### src/rtl/inst_axi_bridge.sv
// Read-only bridge from the fetch stage's SRAM-like instruction port to a single-beat AXI read master.
// One fetch is in flight at a time; a cancelled fetch still completes on AXI but is never reported.
module inst_axi_bridge #(
    parameter logic [3:0] ARID_VAL = 4'd0
) (
    input  logic        clk,
    input  logic        reset,
    input  logic        inst_sram_en,
    input  logic        inst_sram_wr,
    input  logic [1:0]  inst_sram_size,
    input  logic [31:0] inst_sram_addr,
    output logic        inst_sram_addr_ok,
    output logic        inst_sram_data_ok,
    output logic [31:0] inst_sram_rdata,
    output logic        inst_sram_rerr,
    input  logic        cancel,
    output logic [3:0]  arid,
    output logic [31:0] araddr,
    output logic [7:0]  arlen,
    output logic [2:0]  arsize,
    output logic [1:0]  arburst,
    output logic [1:0]  arlock,
    output logic [3:0]  arcache,
    output logic [2:0]  arprot,
    output logic        arvalid,
    input  logic        arready,
    input  logic [3:0]  rid,
    input  logic [31:0] rdata,
    input  logic [1:0]  rresp,
    input  logic        rlast,
    input  logic        rvalid,
    output logic        rready
);

    typedef enum logic [1:0] {
        S_IDLE,
        S_AR,
        S_R
    } state_t;

    state_t      r_state;
    state_t      w_next;
    logic [31:0] r_addr;
    logic [1:0]  r_size;
    logic [31:0] r_rdata;
    logic        r_err;
    logic        r_dv;
    logic        r_discard;
    logic        w_addrOk;
    logic        w_unused;

    // rid/rlast carry no information with a single outstanding one-beat burst
    assign w_unused = ^{rid, rlast, inst_sram_wr};

    assign w_addrOk = (r_state == S_IDLE) & inst_sram_en & ~reset;

    always_ff @(posedge clk) begin
        if (reset) begin
            r_state <= S_IDLE;
        end else begin
            r_state <= w_next;
        end
    end

    always_comb begin
        w_next = r_state;
        case (r_state)
            S_IDLE:  if (w_addrOk) w_next = S_AR;
            S_AR:    if (arready)  w_next = S_R;
            S_R:     if (rvalid)   w_next = S_IDLE;
            default: w_next = S_IDLE;
        endcase
    end

    // A cancel seen at any point after acceptance marks the fetch as discarded,
    // but the AXI beat is always consumed so the slave is never left hanging.
    always_ff @(posedge clk) begin
        if (reset) begin
            r_addr    <= 32'd0;
            r_size    <= 2'd0;
            r_rdata   <= 32'd0;
            r_err     <= 1'b0;
            r_dv      <= 1'b0;
            r_discard <= 1'b0;
        end else begin
            r_dv <= 1'b0;
            case (r_state)
                S_IDLE: begin
                    if (w_addrOk) begin
                        r_addr    <= inst_sram_addr;
                        r_size    <= inst_sram_size;
                        r_discard <= 1'b0;
                    end
                end
                S_AR: begin
                    if (cancel) r_discard <= 1'b1;
                end
                S_R: begin
                    if (cancel) r_discard <= 1'b1;
                    if (rvalid) begin
                        r_rdata <= rdata;
                        r_err   <= |rresp;
                        r_dv    <= ~(r_discard | cancel);
                    end
                end
                default: ;
            endcase
        end
    end

    assign inst_sram_addr_ok = w_addrOk;
    assign inst_sram_data_ok = r_dv & ~cancel;
    assign inst_sram_rerr    = r_dv & r_err & ~cancel;
    assign inst_sram_rdata   = r_rdata;

    assign arid    = ARID_VAL;
    assign araddr  = r_addr;
    assign arlen   = 8'd0;
    assign arsize  = {1'b0, r_size};
    assign arburst = 2'b01;
    assign arlock  = 2'b00;
    assign arcache = 4'd0;
    assign arprot  = 3'd0;
    assign arvalid = (r_state == S_AR);
    assign rready  = (r_state == S_R);

    // Writes have no path through this bridge
    wrIsIllegal: assert property (@(posedge clk) disable iff (reset)
        inst_sram_en |-> !inst_sram_wr);

endmodule

### config.mk
export PLATFORM = sky130hd
export DESIGN_NAME = inst_axi_bridge
export DESIGN_NICKNAME = d
export VERILOG_FILES = /design/src/rtl/inst_axi_bridge.sv
export SDC_FILE = /design/constraint.sdc
export NUM_CORES = 1
export LEC_CHECK = 0
export ABC_AREA = 1
export ABC_CLOCK_PERIOD_IN_PS = 4200
export BUFFER_PORTS_ARGS = -buffer_cell sky130_fd_sc_hd__buf_2
export CORE_MARGIN = 1
export CORE_UTILIZATION = 40
export CTS_BUF_LIST = sky130_fd_sc_hd__clkbuf_8
export DETAILED_ROUTE_END_ITERATION = 6
export PLACE_DENSITY = 0.76
export SETUP_SLACK_MARGIN = 0.2
export SLEW_MARGIN = 20
export SYNTH_ARGS = -nofsm -noshare
export SYNTH_HDL_FRONTEND = slang
export SYNTH_SLANG_ARGS = --single-unit
### constraint.sdc
create_clock -name clk -period 4.2 [get_ports clk]
set_clock_uncertainty 0.15 [all_clocks]
set_input_delay 0.84 -clock clk [delete_from_list [all_inputs] [get_ports clk]]
set_output_delay 0.84 -clock clk [all_outputs]
set_load 0.1 [all_outputs]
==> reports/metrics.cfg, run 1 <==
[outcome]
status=finished clean

[logic_synthesis]
ys_top_cells_by_area=dfxtp_1 (50%), nor2_1 (14%), buf_4 (7.2%)
ys.flop_type=dfxtp_1
avgSynthCellArea_sq_um=7.84
ys_warn_count=0
postSynthCellCount=359
synth.ff_latch_count=71
yosys.area.top_type=dfxtp_1
yosysSeqAreaShare=0.505
synth_top_area_frac=0.505
ys_types=24
netlist_area_sq_um=2820
synth_edf_count=0
synth-async-reset-ratio=0
yosys-top-cells-count=nor2_1 (107), dfxtp_1 (71), nand2_1 (40)
yosysMostFrequentCell=nor2_1

[grt]
grt_pass1_wl_microns=9930
antenna_found_initial=0
grt_max_degree=72
grt_pass1_vias=2308
grt.total_usage=0.170
grt_overflow=0

[sta]
tightestPinTransition_ps=637
hold_violations=0
fmax_mhz=387
slew_viol_final=0
post-route-period-util=0.615
rsz0062_at_grt=false
fin_setup_tns_ps=0
relSlewSlack=0.576
setup_viol=0
fin_crit_ps=2580

[critical_path]
required_ps=3210
r2r_cells=6
critPathMaxFanout=4
reg2reg_to=r_discard
r2r-start=r_state[0]
crit_chain=inv_1 > ha_1 > nand3_4 > inv_1 > buf_2
slowest_stage=buf_2
r2r_slack_ps=2390
crit_type=flop to output pin
cp.arrival_ps=1590
endpoint_kind=output pin
slowest_delay_ps=430
cpMostUsedCell=inv_1
cp-start-kind=flop

[detailed_routing]
drtIter0Drc=33
wl_met3_microns=501
wirelength_microns=6190
wl_per_cell_microns=10.4
first_pass_iters=4
wl_met1_microns=2620
ant_nets=0
vias=2611
drc_errors=0
via_per_inst=4.38
wl_met2_microns=2980
routed.top_layer=met4

[hold_path]
min-delay-start=r_size[1]
hold_path_end=r_size[1]
hold_depth=2
hold_path.class=flop to flop

[cells_and_area]
nFillCells=670
n_antenna_cell=0
layout.cells.non_filler=596
nets=580
multi_input_area_sq_um=1120
seq_area_sq_um=1420
drive_gt1_frac=0.334
fin_area_sq_um=3610
area_growth_pct=28.2

[cts]
post-cts-setup-buffers=0
cts-root-buf=clkbuf_8
cts_tree=yes
cts_resized=0
cts_made_buffers=9
cts_hold_buf=0
clockBufferDepth=2
clkTransAtPathRegs_ps=70
cts_htree_levels=3
clkLatencyLatePin_ps=320
cts.sinks=71

[place]
place_inst=580
portBuffers=144
dp_hpwl_microns=4380
place.gp.congestion=0.754
placed_area_sq_um=3450

[floorplan]
start_util=0.414
fp.dieH_microns=85.9
die_w_microns=85.9
io_pins=175
die_area_sq_um=7380
core_sq_um=6790
num_rows=30

[job]
maxCapViolCount=0

[flip-flops by register name, indices dropped and copies added (netlist names)]
| signal | flops |
|---|---|
| araddr | 32 |
| inst_sram_rdata | 32 |
| r_size | 2 |
| r_state | 2 |
| r_discard | 1 |
| r_dv | 1 |
| r_err | 1 |
[cell type report]
class,count,area share
well taps,96,0.0333
multi-input cells,254,0.311
repair buffers,147,0.206
flip-flops and latches,71,0.394
clock inverters,7,0.00901
inverters,12,0.0132
clock buffers,9,0.0343
[worst max-delay path, delay by kind of cell, from the launching register on]
| family | cells | cell delay, ps |
|---|---|---|
| flops | 1 | 330 |
| simple gates | 1 | 80 |
| buf+inv | 3 | 610 |
| fa+ha+maj | 1 | 240 |
[layer usage]
metal	track usage	vias to the layer above
met1	0.191	1137
met4	0.0833	0
met2	0.288	108
met5	0	-
met3	0.0597	10
li1	-	1356
[through the flow]
stage / utilization / setup slack [ps] / hold slack, ps
floorplan: - / 1120 / 312
global placement: 0.508 / 1630 / 297
detailed placement: 0.508 / 1630 / 301
CTS: 0.531 / 1580 / 312
global route: 0.531 / 1520 / 322
finish: 0.531 / 1620 / 309
[worst max-delay path by stage]
stage          cells after the start  slack [ps]                 to        from
2_1_floorplan                      1        1120  inst_sram_data_ok      cancel
3_3_place_gp                       5        1630  inst_sram_addr_ok       reset
3_5_place_dp                       5        1630  inst_sram_addr_ok       reset
4_1_cts                            5        1580  inst_sram_addr_ok  r_state[0]
5_1_grt                            5        1520  inst_sram_addr_ok  r_state[0]
6_report                           5        1620  inst_sram_addr_ok  r_state[0]
[placed cells by master (no fill, tap or decap), drive strengths merged]
cell type,count
buf,147
nor3,2
conb,24
a21boi,1
nor4,1
a21oi,35
inv,14
nand3,3
ha,5
nor2,107
dfxtp,71
clkbuf,9
clkinv,5
o21ai,35
nand2,41
[cell families (layout without fill, tap and decap cells)]
group / after synthesis / count (layout) / synth area share
compound gates: 71 / 71 / 0.128
simple gates: 154 / 154 / 0.216
flops: 71 / 71 / 0.505
buf+inv: 56 / 175 / 0.126
fa+ha+maj: 5 / 5 / 0.0222
other cells: 2 / 24 / 0.00267
Power of run 1 is left out: the tool's default activity adds up to more than one toggle a clock period on the data nets, which glitch-free logic cannot reach.
==> run 2: changes to the inputs <==
- ABC_CLOCK_PERIOD_IN_PS: 4200 -> 2100
- PLACE_DENSITY: 0.76 -> 0.79
- clock period: 4.2 -> 2.1 ns (I/O delays scaled with it)
==> reports/metrics.cfg, run 2 (synthesized netlist as in run 1, its figures left out) <==
[critical_path]
required_ps=1530  ; -1680 ps
critPathMaxFanout=4  ; unchanged
crit_buf_inv=3  ; unchanged
endpoint_kind=output pin
startpoint=r_state[1]
cpLargestDelayFamily=flip-flops
cp.arrival_ps=1280  ; -310 ps
slowest_delay_ps=360  ; -70 ps
r2r_slack_ps=440  ; -1950 ps
crit_type=flop to output pin
r2r-start=r_state[0]
slowest_stage=dfxtp_4
cp-start-kind=flop
crit_chain=inv_4 > ha_4 > nand3_4 > clkinvlp_4 > buf_12

[cells_and_area]
nets=584  ; +0.69%
mostFrequentLayoutCells=buf_2 (141), nor2_1 (105), dfxtp_1 (69)
nFillCells=635  ; -5.2%
final_common_cell=buf_2
multi_input_area_sq_um=1140  ; +1.6%
drive_gt1_frac=0.359  ; +0.0251
seq_area_sq_um=1430  ; +0.53%
area_growth_pct=34.0
layout.cells.non_filler=600  ; +0.67%
n_antenna_cell=0  ; unchanged

[grt]
grt_use_met2=0.289  ; +0.000722
grt_pass1_vias=2346  ; +1.6%
busiest_layer=met2
grt_use_met3=0.0520  ; -0.00770
antenna_found_initial=0  ; unchanged
grt.total_usage=0.162  ; -0.00801
grt_overflow=0  ; unchanged
grtUsageMet1=0.177  ; -0.0139
grt_max_degree=50  ; -31%
grt_pass1_wl_microns=9570  ; -3.6%

[sta]
rsz0062_at_grt=true
hold_violations=0  ; unchanged
fin_ws_ps=252  ; -1360 ps
fmax_mhz=541
tightestPinTransition_ps=525  ; -112 ps
fin_setup_tns_ps=0  ; unchanged
fin_crit_ps=1850
relSlewSlack=0.650  ; +0.0742
post-route-period-util=0.880
slew_viol_final=0  ; unchanged
setup_viol=0  ; unchanged

[place]
place_ws_ps=342  ; -1290 ps
place.gp.congestion=0.843  ; +12%
dp_hpwl_microns=4370  ; -0.20%
place_inst=581  ; +0.17%
portBuffers=144  ; unchanged

[detailed_routing]
wl_per_cell_microns=10.3  ; -1.1%
wirelength_microns=6170  ; -0.42%
vias=2636  ; +0.96%
first_pass_iters=4  ; unchanged
ant_nets=0  ; unchanged
drtIter0Drc=72  ; +120%
drc_errors=0  ; unchanged
via_per_inst=4.39  ; +0.28%

[floorplan]
io_pins=175  ; unchanged
fp.dieH_microns=85.9  ; unchanged
core_sq_um=6790  ; unchanged
die_area_sq_um=7380  ; unchanged
num_rows=30  ; unchanged
die_w_microns=85.9  ; unchanged
start_util=0.414  ; unchanged

[cts]
cts_made_buffers=9  ; unchanged
cts.sinks=71  ; unchanged
clkTransAtPathRegs_ps=80  ; about the same
clockBufferDepth=2  ; unchanged
clkLatencyLatePin_ps=330  ; about the same
cts-root-buf=clkbuf_8
cts_tree=yes
cts_htree_levels=3  ; unchanged

[outcome]
status=finished clean

[hold_path]
hold_path.class=input pin to flop
min-delay-start=cancel

[job]
maxCapViolCount=0  ; unchanged

[run 2: worst register-to-register path: stages (launching register included)]
cell and delay (ps):
dfxtp_4 360, inv_4 70, buf_4 100, ha_1 170, nand2_2 90, inv_2 400
nor2_1 100, nor2_1 140
[run 2: through the flow]
step	util	hold WS (ps)	instance area (sq um)
5_1_grt	0.555	151	3770
4_1_cts	0.548	149	3720
6_report	0.555	167	3770
3_3_place_gp	0.513	297	3480
2_1_floorplan	-	312	2910
3_5_place_dp	0.513	301	3480
[run 2: final cells by class]
type                            instances  share of cell area
Multi-Input combinational cell        254               0.302
Inverter                               12              0.0149
Tap cell                               96              0.0318
Clock inverter                          6              0.0249
Timing Repair Buffer                  151               0.211
Sequential cell                        71               0.379
Clock buffer                           10              0.0365
[run 2: repair_timing]
action                                  CTS  global route
endpoints found under the setup margin    3             3
hold buffers                              0             0
pin swaps                                 0             1
gates resized for setup                   3            10
setup buffers                             0             3
[run 2: path summary, 6_finish.rpt]
kind | cells past startpoint | end
hold reg to reg | 2 | r_size[0]
hold / removal | 2 | r_dv
setup / recovery | 5 | inst_sram_addr_ok
setup reg to reg | 7 | inst_sram_rdata[21]
[run 2: per-layer routing]
layer	wire length (microns)	part of all wire
met2	2940	0.48
met4	115	0.019
met3	440	0.071
met5	0	0
met1	2670	0.43
Power of run 2 is left out for the same reason.
